`src/rtl/serial_ula_n.sv`:
```
// Bit-serial AND/OR/ADD/SUB unit. One 1-bit slice runs over WIDTH bits, LSB first,
// one bit per clock. A start/busy/done handshake controls it.
//
// Ports:
//   clk, rst        rising-edge clock, asynchronous active-high reset
//   start           request; accepted in IDLE or DONE
//   A, B            operands, latched on an accepted start
//   carryIn         carry / no-borrow in, latched on an accepted start
//   op              00 AND, 01 OR, 10 ADD, 11 SUB, latched on an accepted start
//   C               result, held until the next completion
//   carryOut        final carry (ADD/SUB), 0 for logic ops
//   zero            C == 0
//   overflow        signed overflow (ADD/SUB), 0 for logic ops
//   busy            high while the operation runs
//   done            one-cycle completion pulse
module serial_ula_n #(
    parameter int unsigned WIDTH = 8,
    parameter int unsigned CNT_W = $clog2(WIDTH + 1)
) (
    input  logic             clk,
    input  logic             rst,
    input  logic             start,
    input  logic [WIDTH-1:0] A,
    input  logic [WIDTH-1:0] B,
    input  logic             carryIn,
    input  logic [1:0]       op,
    output logic [WIDTH-1:0] C,
    output logic             carryOut,
    output logic             zero,
    output logic             overflow,
    output logic             busy,
    output logic             done
);

    typedef enum logic [1:0] {StIdle, StRun, StDone} state_e;

    localparam logic [1:0] OpAnd = 2'b00;
    localparam logic [1:0] OpOr  = 2'b01;
    localparam logic [1:0] OpSub = 2'b11;

    state_e state_q, state_d;

    logic [WIDTH-1:0] a_q, b_q, res_q, res_next;
    logic [1:0]       op_q;
    logic             cy_q, cy_next;
    logic [CNT_W-1:0] cnt_q;
    logic             accept, last_bit, b_bit, r_bit;

    // A start in DONE is accepted just like in IDLE, giving back-to-back operation.
    assign accept   = start && (state_q != StRun);
    assign last_bit = (cnt_q == CNT_W'(WIDTH - 1));

    // FSM state register
    always_ff @(posedge clk or posedge rst) begin
        if (rst) begin
            state_q <= StIdle;
        end else begin
            state_q <= state_d;
        end
    end

    // FSM next state
    always_comb begin
        state_d = state_q;
        case (state_q)
            StIdle:  if (start) state_d = StRun;
            StRun:   if (last_bit) state_d = StDone;
            StDone:  state_d = start ? StRun : StIdle;
            default: state_d = StIdle;
        endcase
    end

    // FSM outputs
    always_comb begin
        busy = (state_q == StRun);
        done = (state_q == StDone);
    end

    // Bit slice operating on the current LSB of the operand shift registers
    always_comb begin
        b_bit   = (op_q == OpSub) ? ~b_q[0] : b_q[0];
        r_bit   = 1'b0;
        cy_next = cy_q;
        case (op_q)
            OpAnd: r_bit = a_q[0] & b_bit;
            OpOr:  r_bit = a_q[0] | b_bit;
            default: begin
                r_bit   = a_q[0] ^ b_bit ^ cy_q;
                cy_next = (a_q[0] & b_bit) | (a_q[0] & cy_q) | (b_bit & cy_q);
            end
        endcase
        // Result bits enter at the MSB so that the LSB lands in bit 0 after WIDTH shifts.
        res_next            = res_q >> 1;
        res_next[WIDTH-1]   = r_bit;
    end

    // Datapath: operand latches, shadow result and the visible result and flags
    always_ff @(posedge clk or posedge rst) begin
        if (rst) begin
            a_q      <= '0;
            b_q      <= '0;
            res_q    <= '0;
            op_q     <= '0;
            cy_q     <= 1'b0;
            cnt_q    <= '0;
            C        <= '0;
            carryOut <= 1'b0;
            zero     <= 1'b0;
            overflow <= 1'b0;
        end else if (accept) begin
            a_q   <= A;
            b_q   <= B;
            op_q  <= op;
            cy_q  <= carryIn;
            cnt_q <= '0;
            res_q <= '0;
        end else if (state_q == StRun) begin
            a_q   <= a_q >> 1;
            b_q   <= b_q >> 1;
            cy_q  <= cy_next;
            res_q <= res_next;
            cnt_q <= cnt_q + CNT_W'(1);
            if (last_bit) begin
                C        <= res_next;
                zero     <= (res_next == '0);
                // op_q[1] marks ADD/SUB; cy_q here is the carry into the MSB.
                carryOut <= op_q[1] & cy_next;
                overflow <= op_q[1] & (cy_q ^ cy_next);
            end
        end
    end

endmodule
```
`config.mk`:
```
export PLATFORM = sky130hd
export DESIGN_NAME = serial_ula_n
export DESIGN_NICKNAME = d
export VERILOG_FILES = /design/src/rtl/serial_ula_n.sv
export SDC_FILE = /design/constraint.sdc
export NUM_CORES = 1
export LEC_CHECK = 0
export ABC_AREA = 1
export BUFFER_PORTS_ARGS = -buffer_cell sky130_fd_sc_hd__buf_2
export CAP_MARGIN = 10
export CORE_MARGIN = 4
export CORE_UTILIZATION = 54
export DETAILED_ROUTE_END_ITERATION = 16
export HOLD_SLACK_MARGIN = 0.08
export PLACE_DENSITY = 0.83
export SLEW_MARGIN = 20
export SYNTH_ARGS = -nofsm -noshare
export SYNTH_HDL_FRONTEND = slang
export SYNTH_SLANG_ARGS = --single-unit
```
`constraint.sdc`:
```
create_clock -name clk -period 2.2 [get_ports clk]
set_input_delay 0.22 -clock clk [delete_from_list [all_inputs] [get_ports clk]]
set_output_delay 0.22 -clock clk [all_outputs]
set_load 0.03 [all_outputs]
```
# Word level (Yosys, flattened, before mapping)
# Index checks and enable logic that the tools add are counted.
# totals
register_bits	44
out_inout_bits	13
word_cells	58
# op_classes
addsub	1
eq_ne	8
n_mux	17
n_bitwise	13
n_reduce_logical	8
# op_table
op	n
$mux W8	6
$logic_not A8 Y1	1
$mux W4	2
$pmux W2 S3	1
$and A1 B1 Y1	5
$mux W1	5
$add A4 B1 Y4 const B	1
$eq A2 B1 Y1 const B	2
$eq A2 B2 Y1 const B	2
$eq A4 B3 Y1 const B	1
$logic_not A2 Y1	2
$mux W2	2
$ne A2 B1 Y1 const B	2
$or A1 B1 Y1	3
$reduce_and A3 Y1	1
$xor A1 B1 Y1	3
$ne A2 B2 Y1 const B	1
$not A1 Y1	2
$pmux W1 S2	1
$reduce_and A2 Y1	1
$reduce_bool A2 Y1	1
$reduce_or A2 Y1	1
$logic_and A1 B1 Y1	1

# Depth between registers and ports, before layout
# Gate-level depths: netlist (run 1).
# depth
word_depth	8
mapped_depth	9

# Least setup slack after synthesis (run 1)
# No wires, ideal clock.
# synth_timing
kind	reg-to-reg
startpoint	reg op_q[1]
endpoint	reg res_q[7]
setup_time_ps	128
arrival_ps	1555
setup_slack_ps	518
path_stages_with_launch	8
path_cell_list	dfrtp_1 nand2_1 xor2_1 inv_1 fa_1 or2_2 nand2_1 o21ai_0
# synth_between
elab_chain_len	7
# synth_lines
element	line	text
from (decl)	44	logic [1:0] op_q;
from (signal assigned)	113	op_q <= op;
$eq A2 B2 Y1	81	b_bit = (op_q == OpSub) ? ~b_q[0] : b_q[0];
$mux W1	81	
$xor A1 B1 Y1 (2 in series)	88	r_bit = a_q[0] ^ b_bit ^ cy_q;
$pmux W1 S2 *	84	case (op_q)
$mux W8 *	117	end else if (state_q == StRun) begin
$mux W8 *	110	end else if (accept) begin
to (signal assigned)	121	res_q <= res_next;
to (decl)	43	logic [WIDTH-1:0] a_q, b_q, res_q, res_next;
# Mark *: on every way between the ends. The rest lies on a longest branch, timed or not. The select of a mux whose other input is x is not followed.
# A chain may end at the register's enable or synchronous reset.

# Worst setup path after layout (run 1)
# Ends and elaborated chain as after synthesis.

==> impl_metrics.csv, run 1 <==
group,metric,value,unit
critical_path,worstSetupEndpointType,"flop",
layout,antennaDiodeCount,0,
critical_path,worstPathRequired,2430,ps
pwr,leakage,1.23,nW
floorplan,die_width,67.6,um
floorplan,rows,21,
route,drt_iter0_drc,76,
synthesis,yosysUniqueCellTypes,24,
synthesis,synth.ff_latch_count,43,
timing,hold_violations,0,
floorplan,fp.dieH,67.6,um
timing,drv_slew,0,
critical_path,arrival,2090,ps
synthesis,synth_top_family_by_area,"simple AND/OR/NAND/NOR gates",
synthesis,synth_warnings,0,
synthesis,synth_seq_area_share,56.1,%
route,vias,1574,
floorplan,io_pins,35,
placement,port_buffers,34,
pwr,p_per_area,1250,nW/um2
critical_path,rr_worst_depth,7,
route,antenna_left,0,
timing,fin_crit,1860,ps
placement,place_congestion,0.798,
clocking,cts.sinks,43,
global_routing,overflow,0,
min_path,hold_path.class,"input port to flop",
synthesis,synth.area.mux_share,0,%
route,first_pass_iters,4,
layout,syn_to_final_growth,23.0,%
route,via_per_inst,4.97,
timing,fmax,537,MHz
clocking,cts_tree,"yes",
synthesis,syn_avg_cell_area,8.96,um2
layout,final_design_area_no_fill,2360,um2
layout,finalNonFillerCells,317,
critical_path,crit_fanout,4,
critical_path,cpMostUsedCell,"nand2_1",
placement,dpl.hpwl,2.53,mm
synthesis,syn_nets,240,
placement,place_inst,289,
route,wire_per_inst,12.1,um
clocking,cts_htree_levels,2,
min_path,hold_depth,4,
clocking,cts_max_path_buffers,2,
global_routing,grt_pass1_vias,1471,
layout,drive_above_1_share,20.7,%
global_routing,grtUsageTotal,18.6,%
synthesis,postSynthCellCount,214,
outcome,outcome,"complete, no violations",
critical_path,crit_type,"flop to flop",
route,drc,0,
synthesis,synth-adder-area-share,3.00,%
layout,postLayoutCoreUtil,69.6,%
timing,setup-violations-final,0,
floorplan,die_area,4570,um2
global_routing,grt_max_degree,44,
timing,grt_setup_unrepaired,"no",
critical_path,critical_path.startpoint_type,"flop",
clocking,clkTransAtPathRegs,120,ps
critical_path,critPathMaxStageDelay,430,ps
placement,dpl_cell_area,2110,um2
synthesis,synth_compound_gate_area_share,8.68,%
clocking,cts_root_buffer,"clkbuf_4",
synthesis,yosys.area_share.simple,24.6,%
pwr,total_power,0.00296,W
global_routing,grt_pass1_wl,6.27,mm
critical_path,slowest_stage,"fa_1",
timing,tightest_slew,595,ps
pwr,irDropWorstVdd,543,uV
clocking,clk_latency,350,ps
timing,max_slew_margin,60.3,%
timing,finalCritPeriodShare,84.7,%
timing,fin_tns_setup,0,ps
clocking,post-cts-setup-buffers,0,
global_routing,antenna_found_initial,0,
synthesis,syn_area,1920,um2
route,routed_wl,3.82,mm
job,cap_violations,0,
synthesis,synth_xor_area_share,0.457,%
floorplan,initial_core_util,56.6,%
clocking,cts_inserted_buffers,5,
floorplan,core,3390,um2
critical_path,crit_path_cell_trace,"nand2_1 > xor2_1 > inv_1 > fa_1 > or2_2 > nand2_1 > o21ai_0",
layout,fin_nets,296,
clocking,cts_resized,0,
timing,fin_worst_skew,8.10,ps
-- cells in the mapped netlist, drive strengths merged --
master | count | area share, %
buf | 7 | 2.7
o22ai | 6 | 2.0
dfrtp | 43 | 56
nand3 | 21 | 5.7
inv | 22 | 4.4
nor2 | 7 | 1.8
nand2 | 81 | 16
fa | 1 | 1.0
ha | 3 | 2.0
xor2 | 1 | 0.46
nand4 | 2 | 0.65
or2 | 1 | 0.33
o211ai | 3 | 1.2
a21oi | 3 | 0.78
o21ai | 13 | 4.8
-- worst max-delay path, delay by kind of cell (launching register included) --
kind	cells	cell delay, ps
and+or+nand+nor	3	490
buffers and inverters	1	110
xor gates and xnor gates	1	200
adders and majority gates	1	430
AOI/OAI and AO/OA	1	100
DFF	1	420
-- layer usage --
metal | up-vias | track usage [%] | routed length, um | part of all wire (%)
met4 | 0 | 6.58 | 51 | 1.3
li1 | 796 | - | - | -
met3 | 6 | 6.16 | 184 | 4.8
met2 | 37 | 31.7 | 1890 | 49
met5 | - | 0 | 0 | 0
met1 | 735 | 21.7 | 1700 | 44
-- final timing paths --
check                           slack (ps)                 start                endpoint
worst max register to register         340   op_q[1]$_DFFE_PP0P_    res_q[7]$_DFFE_PP0P_
min in group asynchronous              530                   rst  state_q[0]$_DFFE_PP0P_
worst min register to register         490  carryOut$_DFFE_PP0P_    carryOut$_DFFE_PP0P_
worst max-delay path                   340   op_q[1]$_DFFE_PP0P_    res_q[7]$_DFFE_PP0P_
max in group asynchronous             1310                   rst    cnt_q[2]$_DFFE_PP0P_
worst min-delay path                   170                 start    cnt_q[0]$_DFFE_PP0P_
-- final cells by class --
cell class                      count  area [um2]
Fill cell                         270        1030
Tap cell                           46        57.6
Sequential cell                    43        1080
Multi-Input combinational cell    142         704
Clock inverter                      1        5.00
Clock buffer                        7        45.0
Inverter                           22        85.1
Timing Repair Buffer               56         385
-- per-stage QoR --
| step | setup WS (ps) | hold WS, ps |
|---|---|---|
| finish | 337 | 169 |
| global placement | 472 | 377 |
| global route | 214 | 175 |
| detailed placement | 330 | 382 |
| floorplan | 518 | 337 |
| CTS | 315 | 153 |
-- placed cells by master, fill, tap and decap left out, drive strengths merged --
| cell | n |
|---|---|
| nand2 | 81 |
| dfrtp | 43 |
| buf | 36 |
| inv | 22 |
| nand3 | 21 |
| dlygate4sd3 | 20 |
| o21ai | 13 |
| nor2 | 7 |
| clkbuf | 7 |
| o22ai | 6 |
| o211ai | 3 |
| a21oi | 3 |
| ha | 3 |
| nand4 | 2 |
| or2 | 1 |
| xor2 | 1 |
| fa | 1 |
| clkinv | 1 |
-- sequential cells by signal, indices dropped and copies added (netlist names) --
name / cells
state_q: 2
a_q: 8
C: 8
res_q: 7
carryOut: 1
overflow: 1
cy_q: 1
zero: 1
b_q: 8
op_q: 2
cnt_q: 4
-- cell families after synthesis --
kind of cell	after synthesis
and+or+nand+nor	112
AOI/OAI and AO/OA	25
DFF	43
buffers and inverters	29
xor gates and xnor gates	1
adders and majority gates	4
-- power by group --
group | total [W] | internal (W) | switching (W)
Sequential | 0.00130 | 0.00111 | 0.000198
Combinational | 0.00128 | 0.000443 | 0.000840
Clock | 0.000369 | 0.000125 | 0.000244
Total | 0.00296 | 0.00167 | 0.00128
-- what timing repair did --
| item | 4_1_cts | 5_1_grt |
|---|---|---|
| hold buffers | 20 | 0 |
| setup endpoints to repair | 0 | 0 |
| endpoints found under the hold margin | 62 | 0 |
No activity file was read; power rests on OpenSTA's default activity.
==> inputs of run 2 (changes only) <==
--- a/config.mk
+++ b/config.mk
@@ -5,14 +5,14 @@
 export SDC_FILE = /design/constraint.sdc
 export NUM_CORES = 1
 export LEC_CHECK = 0
-export ABC_AREA = 1
+export ABC_AREA = 0
 export BUFFER_PORTS_ARGS = -buffer_cell sky130_fd_sc_hd__buf_2
 export CAP_MARGIN = 10
 export CORE_MARGIN = 4
-export CORE_UTILIZATION = 54
+export CORE_UTILIZATION = 50
 export DETAILED_ROUTE_END_ITERATION = 16
 export HOLD_SLACK_MARGIN = 0.08
-export PLACE_DENSITY = 0.83
+export PLACE_DENSITY = 0.8
 export SLEW_MARGIN = 20
 export SYNTH_ARGS = -nofsm -noshare
 export SYNTH_HDL_FRONTEND = slang
==> constraint.sdc (replaced) <==
create_clock -name clk -period 1.6 [get_ports clk]
set_input_delay 0.16 -clock clk [delete_from_list [all_inputs] [get_ports clk]]
set_output_delay 0.16 -clock clk [all_outputs]
set_load 0.03 [all_outputs]
==> impl_metrics.csv, run 2 <==
group,metric,value,unit
pwr,power.internal,0.00276,W
pwr,p_seq_share,41.0,%
synthesis,postSynthCellCount,178,
floorplan,fp.dieH,71.7,um
critical_path,rr_worst_depth,5,
clocking,cts_max_path_buffers,2,
placement,place_congestion,0.729,
placement,place_inst,260,
min_path,hold_end,"op_q[0]$_DFFE_PP0P_",
synthesis,synth-main-ff-cell,"dfrtp_1",
placement,dpl.hpwl,2.62,mm
synthesis,synth_warnings,0,
route,via_per_inst,5.20,
timing,fin_crit,1800,ps
global_routing,grt_pass1_vias,1314,
synthesis,synthTopCellsByArea,"dfrtp_1 (53%), mux2i_1 (9.4%), nand2_1 (6.1%), mux2_4 (5.9%), o21ai_0 (4.2%)",
layout,layout_commonest_cell,"dfrtp_1",
layout,reg.largest.list,"C x8, a_q x8, b_q x8",
timing,setup-violations-final,3,
critical_path,crit_type,"flop to flop",
synthesis,syn_nets,204,
route,routed_wl,3.55,mm
critical_path,worstSetupEndpointType,"flop",
layout,finalNonFillerCells,271,
layout,drive_above_1_share,30.5,%
critical_path,worstPathRequired,1770,ps
timing,hold-worst-slack,102,ps
critical_path,crit_fanout,3,
synthesis,syn_avg_cell_area,11.4,um2
critical_path,critical_path.startpoint_type,"flop",
layout,register_area,1080,um2
clocking,cts_htree_levels,2,
min_path,hold_path.class,"input port to flop",
timing,fin_ws,-198,ps
floorplan,core,3800,um2
pwr,power_frac_clock,14.0,%
clocking,clkTransAtPathRegs,70,ps
synthesis,synth_edf_count,0,
timing,grt_setup_unrepaired,"yes",
layout,postLayoutCoreUtil,62.6,%
timing,tightest_slew,521,ps
synthesis,synth.most_common_cell,"dfrtp_1",
outcome,outcome,"finished with violations",
pwr,p_per_area,1920,nW/um2
placement,port_buffers,34,
critical_path,r2r_start,"b_q[0]$_DFFE_PP0P_",
layout,fin_nets,248,
floorplan,die_area,5140,um2
timing,fmax,556,MHz
pwr,swShare,39.4,%
timing,finalCritPeriodShare,112,%
outcome,violations,"negative setup slack",
synthesis,yosysUniqueCellTypes,35,
synthesis,synth_commonest_cells,"dfrtp_1 (43), nand2_1 (33), mux2i_1 (19)",
synthesis,synth.largest_area_cell,"dfrtp_1",
floorplan,io_pins,35,
route,drc,0,
route,first_pass_iters,4,
pwr,leakage,1.22,nW
min_path,hold_depth,2,
synthesis,synthArstFlopShare,100,%
min_path,hp-start,"op[0]",
layout,final_cell_mix,"dfrtp_1 (43), buf_2 (34), nand2_1 (32)",
timing,max_slew_margin,65.2,%
synthesis,synth.ff_latch_count,43,
route,wire_per_inst,13.1,um
global_routing,overflow,0,
clocking,cts_tree,"yes",
critical_path,arrival,1970,ps
critical_path,r2r_slack,-200,ps
route,drt_iter0_drc,62,
route,antenna_left,0,
layout,multi_input_area,876,um2
pwr,total_power,0.00456,W
global_routing,grt_max_degree,44,
global_routing,grtUsageTotal,14.2,%
synthesis,syn_area,2030,um2
clocking,clk_latency,280,ps
timing,hold_violations,0,
floorplan,rows,22,
layout,fillers,326,
synthesis,netlist.area_leader.share,53.1,%
layout,antennaDiodeCount,0,
pwr,switchingPower,0.00180,W
timing,drv_slew,0,
timing,fin_worst_skew,2.71,ps
floorplan,initial_core_util,53.4,%
floorplan,die_width,71.7,um
layout,syn_to_final_growth,17.3,%
global_routing,antenna_found_initial,0,
pwr,irDropWorstVdd,802,uV
clocking,cts.sinks,43,
synthesis,synth_seq_area_share,53.1,%
clocking,cts_resized,0,
clocking,cts_inserted_buffers,5,
pwr,p_comb_share,44.9,%
global_routing,grt_pass1_wl,5.84,mm
job,cap_violations,0,
critical_path,r2r-end,"C[7]$_DFFE_PP0P_",
route,vias,1408,
clocking,cts_root_buffer,"clkbuf_8",
-- run 2: cell count changes in the layout (fill, tap and decap cells not counted), moves of 5 or more --
cell / delta
o21ai_2: -7
clkbuf_8: +5
buf_4: +9
inv_1: -16
nand3_1: -18
o21ai_0: +13
o21ai_1: +7
nand2_1: -47
clkbuf_4: -5
mux2_4: +8
mux2i_1: +19
dlygate4sd3_1: -19
-- run 2: stage by stage --
step                setup slack [ps]  instance area [um2]  TNS [ps]
global placement                -167                 2270      -247
CTS                             -214                 2360      -393
global route                    -269                 2380      -581
detailed placement              -204                 2270      -371
floorplan                       -184                 2040      -282
finish                          -198                 2380      -345
-- run 2: routing by layer --
metal  global-route usage [%]  vias to the layer above  wire, um
met1                     18.9                      679      1640
met3                     3.09                        4       156
met2                     23.5                       31      1720
met5                        0                        -         0
met4                     3.76                        0        32
li1                         -                      694         -
-- run 2: worst max-delay path, cell delays in order (launching register included) --
cell,delay [ps]
dfrtp_1,410
xnor2_2,220
fa_1,440
or2b_1,230
o31a_1,130
mux2_4,260
-- run 2: cells by family after synthesis --
logic type      Yosys count  share of synthesized area (%)
simple gates             52                           13.3
flops                    43                           53.1
compound gates           32                           8.70
mux                      30                           17.0
buf+inv                  15                           4.20
fa+ha+maj                 4                           2.84
xor+xnor                  2                          0.864
-- run 2: power groups by stage --
stage	clock network (W)	logic (W)	registers, W
after CTS	0.000661	0.00203	0.00187
after detailed placement	0	0.00203	0.00189
after global routing	0.000703	0.00226	0.00194
after global placement	0	0.00196	0.00187
after floorplan	0	0.00130	0.00210
final	0.000640	0.00205	0.00187
-- run 2: cell type report --
cell class | count | area share, %
inverter | 6 | 0.947
tap | 48 | 2.52
clock buffer | 7 | 3.21
timing repair buffer | 46 | 11.0
multi-input combinational | 120 | 36.8
clock inverter | 1 | 0.210
sequential | 43 | 45.2
-- run 2: repair_timing --
action	CTS	global route
pin swaps	1	0
setup endpoints to repair	3	3
buffers inserted	0	2
endpoints found under the hold margin	43	0
hold buffers	1	0
-- run 2: how the worst max path moves through the flow --
stage,startpoint,endpoint,cells past startpoint
final,b_q[0]$_DFFE_PP0P_,C[7]$_DFFE_PP0P_,5
after global placement,b_q[0]$_DFFE_PP0P_,C[7]$_DFFE_PP0P_,5
after floorplan,op_q[1]$_DFFE_PP0P_,C[7]$_DFFE_PP0P_,6
after detailed placement,b_q[0]$_DFFE_PP0P_,C[7]$_DFFE_PP0P_,5
after CTS,b_q[0]$_DFFE_PP0P_,C[7]$_DFFE_PP0P_,5
after global routing,op_q[1]$_DFFE_PP0P_,C[7]$_DFFE_PP0P_,6
==> inputs of run 3 (changes only) <==
--- a/config.mk
+++ b/config.mk
@@ -12,7 +12,8 @@
 export CORE_UTILIZATION = 50
 export DETAILED_ROUTE_END_ITERATION = 16
 export HOLD_SLACK_MARGIN = 0.08
-export PLACE_DENSITY = 0.8
+export MAX_ROUTING_LAYER = met4
+export PLACE_DENSITY = 0.77
 export SLEW_MARGIN = 20
 export SYNTH_ARGS = -nofsm -noshare
 export SYNTH_HDL_FRONTEND = slang
==> constraint.sdc (replaced) <==
create_clock -name clk -period 2.1 [get_ports clk]
set_input_delay 0.21 -clock clk [delete_from_list [all_inputs] [get_ports clk]]
set_output_delay 0.21 -clock clk [all_outputs]
set_load 0.03 [all_outputs]
==> impl_metrics.csv, run 3 (synthesis gave the netlist of run 2 again) <==
group,metric,value,unit
layout,finalNonFillerCells,264,
pwr,p_seq_share,42.4,%
critical_path,crit_path_cell_trace,"nand2_1 > xnor2_1 > fa_1 > or2b_1 > o31a_1 > mux2_4",
timing,fin_tns_setup,0,ps
placement,place_congestion,0.726,
route,drt_iter0_drc,48,
route,via_per_inst,5.34,
floorplan,core,3800,um2
pwr,leakage,1.19,nW
job,cap_violations,0,
global_routing,grt_max_degree,44,
route,first_pass_iters,4,
timing,hold_violations,0,
pwr,p_per_area,1450,nW/um2
floorplan,rows,22,
min_path,hp-start,"op[0]",
placement,place_ws,185,ps
floorplan,fp.dieH,71.7,um
pwr,power.internal,0.00203,W
floorplan,die_area,5140,um2
critical_path,worstPathRequired,2270,ps
layout,syn_to_final_growth,14.9,%
critical_path,crit_fanout,4,
clocking,post-cts-setup-buffers,0,
layout,final_design_area_no_fill,2330,um2
clocking,cts_tree,"yes",
timing,fmax,523,MHz
min_path,hold_end,"op_q[0]$_DFFE_PP0P_",
timing,tightest_slew,524,ps
route,antenna_left,0,
clocking,clkTransAtPathRegs,80,ps
min_path,hold_path.class,"input port to flop",
route,routed_wl,3.53,mm
clocking,hold_buffers,1,
timing,max_slew_margin,65.0,%
timing,hold-worst-slack,133,ps
critical_path,worst-path-buf-inv,0,
placement,dpl.hpwl,2.55,mm
critical_path,crit_type,"flop to flop",
critical_path,r2r_start,"op_q[0]$_DFFE_PP0P_",
pwr,switchingPower,0.00134,W
placement,port_buffers,34,
layout,fin_nets,241,
critical_path,slowest_stage,"fa_1",
pwr,power_frac_clock,14.5,%
critical_path,r2r-end,"C[7]$_DFFE_PP0P_",
pwr,p_comb_share,43.1,%
timing,fin_ws,186,ps
layout,antennaDiodeCount,0,
global_routing,grt_pass1_wl,5.98,mm
timing,drv_slew,0,
critical_path,worstSetupEndpointType,"flop",
clocking,cts_resized,0,
timing,fin_crit,1910,ps
placement,place_inst,255,
timing,setup-violations-final,0,
global_routing,grt_pass1_vias,1328,
layout,reg.largest.list,"C x8, a_q x8, b_q x8",
timing,finalCritPeriodShare,91.1,%
route,drc,0,
clocking,cts_inserted_buffers,5,
min_path,hold_depth,2,
clocking,clk_latency,290,ps
outcome,outcome,"complete, no violations",
route,vias,1410,
floorplan,io_pins,35,
global_routing,grtUsageTotal,15.1,%
global_routing,antenna_found_initial,0,
critical_path,r2r_slack,190,ps
critical_path,critPathMaxStageDelay,460,ps
layout,drive_above_1_share,27.3,%
placement,dpl_cell_area,2240,um2
timing,grt_setup_unrepaired,"no",
critical_path,arrival,2090,ps
clocking,cts_max_path_buffers,2,
clocking,cts_htree_levels,2,
critical_path,cp_num_cells,6,
clocking,cts.sinks,43,
floorplan,initial_core_util,53.4,%
pwr,swShare,39.7,%
layout,final_cell_mix,"dfrtp_1 (43), buf_2 (34), nand2_1 (33)",
clocking,cts_root_buffer,"clkbuf_8",
timing,fin_worst_skew,10.3,ps
layout,layout_commonest_cell,"dfrtp_1",
critical_path,critical_path.startpoint_type,"flop",
critical_path,rr_worst_depth,6,
global_routing,overflow,0,
floorplan,die_width,71.7,um
critical_path,path_delay_family,"adder cells",
pwr,irDropWorstVdd,646,uV
route,wire_per_inst,13.4,um
-- run 3: changes by cell type in the layout (fill, tap and decap cells not counted) --
cell	before	now
nand2_1	32	33
buf_4	11	3
buf_12	0	1
xnor2_2	1	0
xnor2_1	0	1
nand2_2	1	0
-- run 3: worst reg2reg max path, delay by kind of cell (launching register included) --
family,cells,cell delay (ps)
simple gates,2,300
flops,1,380
mux,1,260
fa+ha+maj,1,460
xor+xnor,1,270
compound gates,1,130
-- run 3: layout make-up --
class,count,area (um2)
Fill cell,327,1470
Clock inverter,1,5.00
Tap cell,48,60.1
Timing Repair Buffer,39,223
Multi-Input combinational cell,120,866
Clock buffer,7,76.3
Sequential cell,43,1080
Inverter,6,22.5
-- run 3: metrics by stage --
stage / power [W] / utilization, %
2_1_floorplan: 0.00257 / -
3_3_place_gp: 0.00286 / 58.9
3_5_place_dp: 0.00292 / 58.9
4_1_cts: 0.00342 / 61.3
5_1_grt: 0.00363 / 61.3
6_report: 0.00337 / 61.3
-- run 3: how the worst max path moves through the flow --
stage | end | startpoint | slack, ps
floorplan | C[7]$_DFFE_PP0P_ | op_q[1]$_DFFE_PP0P_ | 240
global placement | C[7]$_DFFE_PP0P_ | op_q[0]$_DFFE_PP0P_ | 230
detailed placement | C[7]$_DFFE_PP0P_ | op_q[0]$_DFFE_PP0P_ | 180
CTS | C[7]$_DFFE_PP0P_ | op_q[0]$_DFFE_PP0P_ | 170
global route | C[7]$_DFFE_PP0P_ | op_q[0]$_DFFE_PP0P_ | 60
finish | C[7]$_DFFE_PP0P_ | op_q[0]$_DFFE_PP0P_ | 190
-- run 3: routing by layer --
layer | wire (um) | vias up | track usage, %
met5 | 0 | - | -
met4 | 43 | 0 | 4.38
met3 | 166 | 7 | 3.65
met2 | 1690 | 24 | 22.9
met1 | 1620 | 695 | 20.2
li1 | - | 684 | -
-- run 3: power by group through the flow --
stage | Clock (W) | Combinational, W | Sequential (W)
after global routing | 0.000537 | 0.00161 | 0.00148
after floorplan | 0 | 0.000977 | 0.00159
after CTS | 0.000502 | 0.00148 | 0.00143
final | 0.000489 | 0.00145 | 0.00143
after global placement | 0 | 0.00143 | 0.00143
after detailed placement | 0 | 0.00148 | 0.00144
